==> src/rtl/lfsr_batch_collector_pkg.sv <==
// Shared types and constants for the LFSR batch collector.
package lfsr_batch_collector_pkg;

  localparam int unsigned SampleW = 8;

  typedef enum logic [2:0] {
    StIdle   = 3'd0,
    StLaunch = 3'd1,
    StRun    = 3'd2,
    StStore  = 3'd3,
    StErr    = 3'd4
  } state_t;

endpackage

==> src/rtl/lfsr_sample_fifo.sv <==
// Circular sample FIFO with a registered head output and occupancy count.
module lfsr_sample_fifo
  import lfsr_batch_collector_pkg::*;
#(
  parameter int unsigned DEPTH = 8
) (
  input  logic                     clk,
  input  logic                     rst,
  input  logic                     push,
  input  logic [SampleW-1:0]       din,
  input  logic                     pop,
  output logic [SampleW-1:0]       dout,
  output logic                     empty,
  output logic                     full,
  output logic [$clog2(DEPTH):0]   fill
);

  localparam int unsigned PtrW  = $clog2(DEPTH);
  localparam int unsigned FillW = PtrW + 1;

  logic [SampleW-1:0] mem_q [DEPTH];
  logic [PtrW-1:0]    wr_ptr_q, rd_ptr_q, rd_next;
  logic [FillW-1:0]   fill_q, fill_d;
  logic [SampleW-1:0] dout_q, dout_d;
  logic               push_en, pop_en;

  assign empty   = (fill_q == '0);
  assign full    = (fill_q == FillW'(DEPTH));
  assign pop_en  = pop && !empty;
  // A full FIFO still accepts a push when a pop frees a slot in the same cycle.
  assign push_en = push && (!full || pop_en);
  assign rd_next = rd_ptr_q + PtrW'(1);

  always_comb begin
    fill_d = fill_q;
    unique case ({push_en, pop_en})
      2'b10:   fill_d = fill_q + FillW'(1);
      2'b01:   fill_d = fill_q - FillW'(1);
      default: fill_d = fill_q;
    endcase
  end

  // Head register tracks whichever entry becomes the head after this cycle.
  always_comb begin
    dout_d = dout_q;
    if (push_en && (empty || (pop_en && fill_q == FillW'(1)))) begin
      dout_d = din;
    end else if (pop_en && fill_q > FillW'(1)) begin
      dout_d = mem_q[rd_next];
    end
  end

  always_ff @(posedge clk) begin
    if (push_en) begin
      mem_q[wr_ptr_q] <= din;
    end
  end

  always_ff @(posedge clk or posedge rst) begin
    if (rst) begin
      wr_ptr_q <= '0;
      rd_ptr_q <= '0;
      fill_q   <= '0;
      dout_q   <= '0;
    end else begin
      if (push_en) wr_ptr_q <= wr_ptr_q + PtrW'(1);
      if (pop_en)  rd_ptr_q <= rd_next;
      fill_q <= fill_d;
      dout_q <= dout_d;
    end
  end

  assign dout = dout_q;
  assign fill = fill_q;

endmodule

==> src/rtl/lfsr_batch_collector.sv <==
// Drives the LFSR generator once per sample and buffers a batch of results.
module lfsr_batch_collector
  import lfsr_batch_collector_pkg::*;
#(
  parameter int unsigned DEPTH   = 8,
  parameter int unsigned TIMEOUT = 16
) (
  input  logic                   clk,
  input  logic                   rst,
  input  logic                   req,
  input  logic [7:0]             count,
  input  logic [7:0]             seq_base,
  input  logic                   abort,
  output logic                   gen_start,
  output logic [7:0]             gen_seq_num,
  input  logic                   gen_busy,
  input  logic [7:0]             gen_num,
  output logic                   out_valid,
  output logic [7:0]             out_data,
  input  logic                   out_ready,
  output logic [$clog2(DEPTH):0] fill,
  output logic                   active,
  output logic                   done,
  output logic                   err
);

  localparam int unsigned TW        = $clog2(TIMEOUT + 1);
  localparam logic [TW-1:0] TimerLast = TW'(TIMEOUT - 1);

  state_t        state_q, state_d;
  logic [7:0]    seq_q, seq_d;
  logic [7:0]    rem_q, rem_d;
  logic [TW-1:0] timer_q, timer_d;
  logic          err_q, err_d;
  logic          done_q, done_d;
  logic          push;
  logic          fifo_empty, fifo_full;

  always_comb begin
    state_d = state_q;
    seq_d   = seq_q;
    rem_d   = rem_q;
    timer_d = timer_q;
    err_d   = err_q;
    done_d  = 1'b0;
    push    = 1'b0;
    if (abort) begin
      state_d = StIdle;
      rem_d   = '0;
      err_d   = 1'b0;
    end else begin
      unique case (state_q)
        StIdle, StErr: begin
          if (req) begin
            if (count != '0) begin
              seq_d   = seq_base;
              rem_d   = count;
              err_d   = 1'b0;
              timer_d = '0;
              state_d = StLaunch;
            end else begin
              done_d  = 1'b1;
              state_d = StIdle;
            end
          end
        end
        StLaunch: begin
          timer_d = timer_q + TW'(1);
          if (gen_busy) begin
            state_d = StRun;
          end else if (timer_q == TimerLast) begin
            state_d = StErr;
            err_d   = 1'b1;
          end
        end
        StRun: begin
          if (!gen_busy) state_d = StStore;
        end
        StStore: begin
          // gen_num stays valid while we stall; the generator waits for the next start.
          if (!fifo_full || out_ready) begin
            push    = 1'b1;
            seq_d   = seq_q + 8'd1;
            rem_d   = rem_q - 8'd1;
            timer_d = '0;
            if (rem_q == 8'd1) begin
              done_d  = 1'b1;
              state_d = StIdle;
            end else begin
              state_d = StLaunch;
            end
          end
        end
        default: state_d = StIdle;
      endcase
    end
  end

  always_ff @(posedge clk or posedge rst) begin
    if (rst) begin
      state_q <= StIdle;
      seq_q   <= '0;
      rem_q   <= '0;
      timer_q <= '0;
      err_q   <= 1'b0;
      done_q  <= 1'b0;
    end else begin
      state_q <= state_d;
      seq_q   <= seq_d;
      rem_q   <= rem_d;
      timer_q <= timer_d;
      err_q   <= err_d;
      done_q  <= done_d;
    end
  end

  lfsr_sample_fifo #(
    .DEPTH(DEPTH)
  ) u_fifo (
    .clk  (clk),
    .rst  (rst),
    .push (push),
    .din  (gen_num),
    .pop  (out_ready),
    .dout (out_data),
    .empty(fifo_empty),
    .full (fifo_full),
    .fill (fill)
  );

  assign out_valid   = !fifo_empty;
  assign gen_start   = (state_q == StLaunch);
  assign gen_seq_num = seq_q;
  assign active      = (state_q == StLaunch) || (state_q == StRun) || (state_q == StStore);
  assign done        = done_q;
  assign err         = err_q;

endmodule

==> config.mk <==
export PLATFORM = sky130hd
export DESIGN_NAME = lfsr_batch_collector
export DESIGN_NICKNAME = d
export VERILOG_FILES = /design/src/rtl/lfsr_batch_collector_pkg.sv /design/src/rtl/lfsr_sample_fifo.sv /design/src/rtl/lfsr_batch_collector.sv
export SDC_FILE = /design/constraint.sdc
export NUM_CORES = 1
export LEC_CHECK = 0
export ABC_AREA = 0
export CORE_AREA = 2 2 100 126
export DETAILED_ROUTE_END_ITERATION = 8
export DIE_AREA = 0 0 102 128
export RECOVER_POWER = 100
export SYNTH_ARGS = -nofsm -noshare
export SYNTH_HDL_FRONTEND = slang
export SYNTH_SLANG_ARGS = --single-unit
==> constraint.sdc <==
create_clock -name clk -period 4.4 [get_ports clk]
set_input_delay 1.32 -clock clk [delete_from_list [all_inputs] [get_ports clk]]
set_output_delay 1.32 -clock clk [all_outputs]
set_load 0.005 [all_outputs]
### Yosys cells after proc, flatten, opt, wreduce, memory -nomap -nowiden

Memory sizes are Yosys's and may differ from the RTL's.
Index checks and enable logic that the tools add are counted.

* bits of input ports: 30
* flip-flop bits (word level): 44
* word-level logic and storage cells: 109
* output and inout bits: 25
* RAM bits: 64
* memories: 1

* reductions and logical operators: 27
* eq/ne operators: 20
* bitwise gates (word level): 1
* $lt $le $gt $ge: 1
* $add $sub $neg: 7
* muxes and demuxes: 42

Memories
* u_fifo.mem_q: words 8, width 8, read ports 1, clocked after Yosys merged registers in 0, write ports 1, RTL line lfsr_sample_fifo.sv:21 `logic [SampleW-1:0] mem_q [DEPTH];`

Operators with widths (count)
* 8-bit two-way mux: 9
* 8-bit one-hot mux with 2 select lines: 2
* 3-bit two-way mux: 6
* 1-bit two-way mux: 17
* 5-bit two-way mux: 3
* 3-bit != test (second input constant): 5
* 5-bit one-hot mux with 3 select lines: 1
* 5-bit AND reduction: 3
* 3-bit one-hot mux with 4 select lines: 1
* 3-bit nonzero test: 3
* 8-bit by 1-bit adder with 8-bit output (second input constant): 1
* 8-bit by 1-bit equality test with 1-bit output (second input constant): 1
* 4-bit one-hot mux with 2 select lines: 1
* 4-bit AND reduction: 2
* 8-bit nonzero test: 1
* 8-bit by 1-bit subtractor with 8-bit output (second input constant): 1
* 3-bit by 1-bit adder with 3-bit output (second input constant): 2
* 3-bit by 2-bit equality test with 1-bit output (second input constant): 2
* 2-bit != test (second input constant): 3
* 2-bit nonzero test: 3
* 5-bit by 1-bit adder with 5-bit output (second input constant): 1
* 5-bit by 4-bit equality test with 1-bit output (second input constant): 1
* 1-bit logical AND: 5
* 1-bit logical OR: 5
* other kinds (17): 19

### Longest topological paths before layout

Gate-level depths: netlist (run 1).

* word-level depth: 9
* depth in mapped cells: 9
* mapped depth without buffers: 9

### Cells and area by module

From an unflattened synthesis (run 1), not the netlist that was laid out.

* cell total of the unflattened synthesis: 386
* area total of the unflattened synthesis: 5163.7 um^2

Modules (own cells, without submodules)
* lfsr_sample_fifo: times used 1, cells each 198, area each 3445.8 um^2, seq. area each 2372.3 um^2
* lfsr_batch_collector: times used 1, cells each 188, area each 1717.9 um^2, seq. area each 650.6 um^2

### Worst setup path before layout (run 1)

Ideal clock, no wire load.

* path kind: input port to flip-flop
* start point: in abort
* end point: mem u_fifo.mem_q[0][0], enable pin
* path buffers: 0
* path slack: 1151 ps
* data arrival time: 2854 ps
* setup time: 395 ps
* data required time: 4005 ps
* stages on the path: 5
* cells stage by stage: nor3b_2 > nand2_1 > nor2_1 > clkinv_1 > nor4_1

* word-level cells in the longest chain between the ends: 4

RTL lines
* start: declaration: RTL line lfsr_batch_collector.sv:13 `input logic abort,`
* 1-bit two-way mux: RTL line lfsr_batch_collector.sv:47 `if (abort) begin`
* 1-bit logical AND: RTL line lfsr_sample_fifo.sv:31 `assign push_en = push && (!full || pop_en);`
* 1-bit two-way mux: RTL line lfsr_sample_fifo.sv:54 `if (push_en) begin`
* 1-bit two-way mux (not written as such): RTL line lfsr_sample_fifo.sv:55 `mem_q[wr_ptr_q] <= din;`
* end: declaration: RTL line lfsr_sample_fifo.sv:21

No other way between the ends.

### Worst setup path in the final report (run 1)

* start point: in out_ready
* end point: reg rem_q[1]

* word-level cells in the longest chain between the ends: 3

RTL lines
* start: declaration: RTL line lfsr_batch_collector.sv:20 `input logic out_ready,`
* 1-bit logical OR: RTL line lfsr_batch_collector.sv:81 `if (!fifo_full || out_ready) begin`
* 3-bit != test (no line)
* 4-bit AND reduction (no line)
* end signal: assignment: RTL line lfsr_batch_collector.sv:110 `rem_q <= rem_d;`
* end: declaration: RTL line lfsr_batch_collector.sv:32 `logic [7:0] rem_q, rem_d;`

No other way between the ends.
A chain may end at the register's enable or synchronous reset.

==> metrics, run 1 <==
status=finished, violations left; CTS Buf Count=9; nets=between 400 and 500; initial antenna violation count=1; share of cells above drive strength 1=0.0976; CTS tree=done; post-synthesis sequential area ratio=0.591; Die H=128 µm; vias in the first global route=about 3.3k; Slew @ Worst Pin=between 1500 and 2000 ps; Mapped Cells=389; Final Cycle Share=0.831; largest net degree at the start of global routing=45; die area=roughly 13000 µm²; Syn Nets=431; core box area=between 10000 and 15000 µm²; clock latency on the worst-skew pair=~340 ps; wire length per cell=roughly 18 µm; Crit Path Category=primary input to register; max-slew violations=45; post-detail-place hpwl=around 7400 µm; Slew headroom=-0.222; die width=roughly 100 µm; Avg Cell Area, Syn=between 10 and 15 µm²; Remaining Overflow, GRT=0; Critical Path End Type=register; # DRC=0; Pwr per Cell Area=595 nW/µm²; Post-synth EDFFs=64; Worst-path clk slew=approximately 70 ps; initial core utilization=0.428; H-tree Lvls=3; Max Buffers Root-to-Sink=2; FMAX=approximately 0.27 GHz; Setup Buffers After CTS=0; Via density=5.33; routed via count=approximately 3.3k; Worst Hold Class=register to register; CTS Root Cell=clkbuf_16; fin crit period=about 3700 ps; final hold violations=0; Max Cap Viol=1; IO Count=55; Async SR Flop Fraction=0.407; Synth cell types=between 60 and 70; synthesis-stage register bit count=around 110; Iter 0 DRT Violations=around 140; DRT Pass-1 Iters=4; Fill cells=1072; first-pass GRT wire length=around 17000 µm; final WL=between 10000 and 15000 µm; Top FF cell, synth=edfxtp_1; Inserted Diodes=0; # port buffers=54; Critical Path Source Type=primary input; Placer Congestion=a little over 0.8; CTS sink count=roughly 110; Leak=roughly 0.0022 µW; Post-CTS Hold Fix Bufs=0; setup_tns=0 ps; # setup viols final=0; synthesized area=5110 µm²; Layout area overhead=18.1%; Fin Hold WS=between 400 and 500 ps; Pwr Total=about 3600 µW; violated checks=max-capacitance violations, max-slew violations; CP Max Fanout=6; RSZ-0062 raised after global routing=false; Total Routing Usage GR=0.178; post_cts resized=0; Final Skew=roughly 6.3 ps; peak supply drop=~0.20 mV; Worst EP required=around 4700 ps; # rows=45; data arrival time of the critical path=approximately 4000 ps; Yosys Warn Count=0; Post-DRT Antenna Nets=0
[cell families (layout without fill, tap and decap cells)]
logic type                 Yosys count  count (layout)  share of synthesized area
DFF                                108             108                      0.591
AOI/OAI and AO/OA                   76              76                      0.107
adders and majority gates           12              12                     0.0294
buffers and inverters               35              97                     0.0340
and+or+nand+nor                    116             116                      0.118
xor gates and xnor gates            13              13                     0.0237
muxes                               29              29                     0.0964
[stage by stage]
stage | util | setup WS (ps) | instance area, µm² | std cells
finish | 0.506 | 744 | 6040 | 615
global route | 0.506 | 500 | 6040 | 615
CTS | 0.511 | 1090 | 6090 | 615
detailed placement | 0.487 | 725 | 5820 | 599
global placement | 0.487 | 830 | 5820 | 599
floorplan | - | 1150 | 5110 | 389
[worst max-delay path, cell delays in order]
cell,delay (ps)
dlygate4sd3_1,630
nor4bb_1,840
nor2_1,170
nor3_1,720
a22o_1,250
[placed cells by master, fill, tap and decap left out, types with 9 or more instances in the layout]
master | Yosys | routed
a21oi_1 | 19 | 20
clkbuf_1 | 5 | 10
clkbuf_16 | 0 | 9
clkdlybuf4s50_1 | 0 | 19
dfrtp_1 | 44 | 44
dlygate4sd3_1 | 0 | 35
edfxtp_1 | 64 | 64
ha_1 | 12 | 12
inv_1 | 18 | 18
mux2i_1 | 11 | 11
mux4_2 | 16 | 16
nand2_1 | 38 | 38
nor2_1 | 27 | 27
nor3_1 | 11 | 12
o21ai_0 | 15 | 15
[where the power goes]
group / internal, µW / switching [µW] / leakage, µW / total, µW
Combinational: 706 / 687 / 0.000996 / 1390
Clock: 439 / 342 / 0.000133 / 781
Sequential: 1240 / 179 / 0.00112 / 1420
Total: 2380 / 1210 / 0.00225 / 3590
[synth_stat cells (2+ instances only)]
master     number  area share
mux4_2         16       0.070
nand2b_1        6      0.0073
nor2_1         27       0.020
nand4b_1        2      0.0034
or3_1           2      0.0024
inv_1          18       0.013
o22ai_1         3      0.0037
nand3_1         7      0.0069
nor4_1          4      0.0049
xor2_1          4      0.0069
ha_1           12       0.029
buf_2           4      0.0039
dfrtp_1        44        0.22
mux2i_1        11       0.022
a22o_1          5      0.0086
nand2_1        38       0.028
buf_4           4      0.0059
buf_6           3      0.0066
nor3_1         11       0.011
edfxtp_1       64        0.38
xnor2_1         8       0.014
nor2b_1         4      0.0049
a21oi_2         6       0.010
clkbuf_1        5      0.0037
o31ai_1         3      0.0044
a221oi_1        8       0.014
o2bb2ai_1       2      0.0034
a21oi_1        19       0.019
nor4_2          2      0.0049
o21ai_0        15       0.015
[state kept, by name, indices dropped and copies added (netlist names), 3 cells and up]
register and cells:
rem_q 8, gen_seq_num 8, u_fifo.fill 4, u_fifo.wr_ptr_q 3, timer_q 5, u_fifo.dout 8, u_fifo.mem_q 64, u_fifo.rd_ptr_q 3
state_q 3
[layout make-up]
cell class              count  area (µm²)  share of cell area
flip-flops and latches    108        3020               0.501
multi-input cells         246        1880               0.312
repair buffers             62         578              0.0957
clock buffers              13         240              0.0398
well taps                 164         205              0.0340
inverters                  19        71.3              0.0118
clock inverters             3        37.5             0.00622
[metal layers]
layer	part of all wire	vias up	GRT usage	wire length (µm)
met5	0.0012	-	0	13
met4	0.021	2	0.0675	227
met3	0.038	20	0.0387	412
met2	0.52	65	0.302	5610
met1	0.42	1620	0.220	4530
li1	-	1569	-	-
[path summary, 6_finish.rpt]
| check | from | to | slack (ps) | depth (start not counted) |
|---|---|---|---|---|
| setup / recovery | out_ready | rem_q[1] | 740 | 5 |
| hold / removal | timer_q[4] | timer_q[4] | 490 | 1 |
| setup reg to reg | u_fifo.fill[0] | rem_q[1] | 1550 | 6 |
| hold reg to reg | timer_q[4] | timer_q[4] | 490 | 1 |
| max in group asynchronous | rst | u_fifo.dout[0] | 1340 | 2 |
| min in group asynchronous | rst | u_fifo.fill[1] | 2000 | 2 |
Note: power is estimated with default switching activity, not from simulation.
==> inputs of run 2 (changes only) <==
==> constraint.sdc (replaced) <==
create_clock -name clk -period 3.6 [get_ports clk]
set_input_delay 1.08 -clock clk [delete_from_list [all_inputs] [get_ports clk]]
set_output_delay 1.08 -clock clk [all_outputs]
set_load 0.005 [all_outputs]
==> metrics, run 2 (synthesis gave the netlist of run 1 again) <==
max reg flops=between 60 and 70; Critical Path Source Type=primary input; Total Routing Usage GR=0.172; Post-CTS Hold Fix Bufs=0; post-place setup slack=around 270 ps; CP Max Fanout=7; peak supply drop=between 0.3 and 0.4 mV; met3 GRT Util=0.0349; # rows=45; # DRC=0; Slew headroom=0.203; die width=102 µm; initial core utilization=0.428; DP Area=5830 µm²; data arrival time of the critical path=about 3100 ps; FMAX=about 0.32 GHz; die area=13100 µm²; Leak=about 0.0023 µW; DRT Pass-1 Iters=4; Placer Congestion=0.808; Setup Buffers After CTS=0; largest net degree at the start of global routing=45; Remaining Overflow, GRT=0; CTS Root Cell=clkbuf_16; status=finished, final reports clean; H-tree Lvls=3; Via density=approximately 5.3; Post-DRT Antenna Nets=0; core box area=between 10000 and 15000 µm²; vias in the first global route=3339; Worst-path clk slew=around 60 ps; final hold violations=0; # port buffers=54; Final Cycle Share=0.864; fin crit period=between 3000 and 4000 ps; final worst setup slack=between 400 and 500 ps; post_cts resized=0; grt met2 use=0.299; first-pass GRT wire length=roughly 17000 µm; wire length per cell=~17 µm; Max Cap Viol=0; Crit Path Category=primary input to register; commonest non-fill, non-tap cell in the layout=edfxtp_1; Critical Path End Type=register; post-route core utilization=0.511; max-slew violations=0; CTS sink count=108; CTS Buf Count=9; final WL=between 10000 and 15000 µm; Layout area overhead=19.4%; Top Usage Layer GRT=met2; Fin Hold WS=around 480 ps; post-detail-place hpwl=about 7400 µm; Slew @ Worst Pin=1200 ps; share of cells above drive strength 1=0.124; RSZ-0062 raised after global routing=false; Biggest register=u_fifo.mem_q; Die H=128 µm; Pwr per Cell Area=just over 700 nW/µm²; Iter 0 DRT Violations=107; nets=490; clock latency on the worst-skew pair=about 340 ps; IO Count=between 50 and 60; Worst Hold Class=register to register; Final Skew=approximately 9.8 ps; Worst EP required=approximately 3600 ps; # setup viols final=0; Max Buffers Root-to-Sink=2; routed via count=about 3.3k; setup_tns=0 ps; cell area after layout=about 6100 µm²; met1 Use GR=0.216; CTS tree=done; initial antenna violation count=1; commonest cells after routing, fill and taps aside=edfxtp_1, dfrtp_1, nand2_1
==> run 2: changes by cell type in the layout (fill, tap and decap cells not counted), moves of 2 or more <==
cell	delta
buf_4	+4
clkbuf_8	+2
clkbuf_1	-7
clkinv_2	+2
==> run 2: power breakdown <==
part	switching (µW)	leakage, µW	internal, µW
Sequential	221	0.00112	1510
Clock	432	0.000154	551
Combinational	817	0.00102	875
Total	1470	0.00229	2940
==> run 2: stage by stage <==
step / power (µW) / cells
after floorplan: 2970 / 389
after global placement: 3520 / 601
after detailed placement: 3530 / 601
after CTS: 4530 / 617
after global routing: 4720 / 617
final: 4410 / 618
==> run 2: worst max-delay path, cell delays in order <==
cell and delay [ps]:
clkdlybuf4s50_1 430, nor3b_1 340, nand2_1 150, nor2_1 240, clkinv_1 260, nor3_1 310, clkbuf_1 300
==> run 2: path summary, 6_finish.rpt <==
| path | startpoint | endpoint | slack (ps) | cells after the start |
|---|---|---|---|---|
| setup / recovery | abort | u_fifo.mem_q[3][2] | 490 | 7 |
| hold / removal | timer_q[3] | timer_q[3] | 480 | 1 |
| setup reg to reg | state_q[2] | gen_seq_num[0] | 950 | 5 |
| hold reg to reg | timer_q[3] | timer_q[3] | 480 | 1 |
| max in group asynchronous | rst | u_fifo.wr_ptr_q[0] | 1300 | 3 |
| min in group asynchronous | rst | state_q[0] | 1570 | 3 |
==> run 2: routing by layer <==
metal  vias up  wire, µm
met1      1598      4570
met3        10       382
met5         -         0
li1       1582         -
met4         0       104
met2        77      5400
==> run 2: cell type report <==
cell class | instances | area [µm²]
flip-flops and latches | 108 | 3020
well taps | 164 | 205
fillers | 1105 | 5830
diodes | 1 | 2.50
multi-input cells | 246 | 1900
clock buffers | 12 | 278
inverters | 19 | 71.3
clock inverters | 4 | 27.5
repair buffers | 64 | 602
==> inputs of run 3 (changes only) <==
--- a/config.mk
+++ b/config.mk
@@ -6,9 +6,9 @@
 export NUM_CORES = 1
 export LEC_CHECK = 0
 export ABC_AREA = 0
-export CORE_AREA = 2 2 100 126
+export CORE_AREA = 2 2 156 82
 export DETAILED_ROUTE_END_ITERATION = 8
-export DIE_AREA = 0 0 102 128
+export DIE_AREA = 0 0 158 84
 export RECOVER_POWER = 100
 export SYNTH_ARGS = -nofsm -noshare
 export SYNTH_HDL_FRONTEND = slang
==> metrics, run 3 (synthesis gave the netlist of run 1 again) <==
worst r2r path cells=5; Remaining Overflow, GRT=0; # rows=29; Worst-path clk slew=roughly 80 ps; crit path from=count[5]; # port buffers=54; initial antenna violation count=0; peak supply drop=0.399 mV; Setup crit end=gen_seq_num[5]; commonest non-fill, non-tap cell in the layout=edfxtp_1; # DRC=0; commonest cells after routing, fill and taps aside=edfxtp_1, dfrtp_1, nand2_1; status=finished, final reports clean; final WL=roughly 11000 µm; CTS tree=done; post-detail-place hpwl=between 8000 and 9000 µm; Final Skew=around 8 ps; post_cts resized=0; Slew @ Worst Pin=977 ps; max reg flops=64; Total Routing Usage GR=0.184; Crit Path Category=primary input to register; Layout area overhead=19.4%; Placer Congestion=0.789; Critical Path End Type=register; Post-CTS Hold Fix Bufs=0; largest net degree at the start of global routing=27; CTS sink count=approximately 110; clock latency on the worst-skew pair=roughly 350 ps; setup_tns=0 ps; share of cells above drive strength 1=0.125; Worst Hold Class=register to register; # setup viols final=0; initial core utilization=0.422; CP Max Fanout=20; Slew headroom=0.346; nets=roughly 490; die area=13300 µm²; Die H=84 µm; H-tree Lvls=3; Pwr per Cell Area=~730 nW/µm²; vias in the first global route=between 3k and 4k; Max Buffers Root-to-Sink=2; Iter 0 DRT Violations=around 280; Inserted Diodes=0; Setup Buffers After CTS=0; Max Cap Viol=0; reg2reg setup slack=830 ps; Post-DRT Antenna Nets=0; fin crit period=3140 ps; die width=158 µm; Biggest register=u_fifo.mem_q; max-slew violations=0; Final Cycle Share=0.873; critical register-to-register path endpoint=gen_seq_num[0]; Leak=between 0.002 and 0.0025 µW; Critical Path Source Type=primary input; DRT Pass-1 Iters=4; IO Count=55; Via density=about 5.3; first-pass GRT wire length=18300 µm; CTS Root Cell=clkbuf_16; hold_sp=timer_q[3]; post-place setup slack=around 280 ps; FMAX=0.318 GHz; final hold violations=0; Worst EP required=~3800 ps; routed via count=3324; CTS Buf Count=9; final worst setup slack=about 460 ps; r2r startpoint=state_q[2]; data arrival time of the critical path=~3400 ps; RSZ-0062 raised after global routing=false; core box area=between 10000 and 15000 µm²; wire length per cell=~18 µm
run 3: cell types whose count changed in the layout (fill, tap and decap cells not counted), sizes merged:
cell    before  now
diode        1    0
inv         18   23
clkbuf      16   13
clkinv       5    3
buf          6    8
run 3: routing by layer:
layer	track usage	up-vias	share of wire	wire, µm
met4	0.0508	0	0.011	125
met3	0.0363	13	0.033	380
met2	0.230	74	0.39	4430
met5	0	-	0	0
met1	0.314	1649	0.57	6470
li1	-	1588	-	-
run 3: worst max-delay path: stages:
cell and delay (ps):
clkdlybuf4s50_1 430, nor4_1 570, nand2_1 260, o2111a_1 640, a21oi_1 300, a21oi_2 50
run 3: report_power, final:
part | leakage [µW] | switching, µW | internal (µW)
Clock | 0.000149 | 497 | 497
Sequential | 0.00112 | 233 | 1510
Combinational | 0.00102 | 856 | 869
Total | 0.00229 | 1590 | 2880
run 3: stage by stage:
step / instances / total power [µW] / util / hold slack, ps / cell area, µm²
floorplan: 389 / 2970 / - / 437 / 5110
finish: 625 / 4470 / 0.504 / 487 / 6100
detailed placement: 609 / 3570 / 0.483 / 481 / 5850
global route: 625 / 4780 / 0.504 / 525 / 6100
CTS: 625 / 4580 / 0.508 / 497 / 6160
global placement: 609 / 3550 / 0.483 / 461 / 5850
run 3: worst min path at each step:
stage	end	slack [ps]	cells past startpoint
floorplan	timer_q[3]	440	1
global placement	timer_q[3]	460	1
detailed placement	timer_q[3]	480	1
CTS	timer_q[3]	500	1
global route	timer_q[3]	520	1
finish	timer_q[3]	490	1
run 3: final cells by class:
cell class                 count  area, µm²
timing repair buffer          66        617
clock inverter                 7       76.3
multi-input combinational    246       1880
fill                        1076       6020
sequential                   108       3020
tap                          170        213
clock buffer                   9        225
inverter                      19       71.3
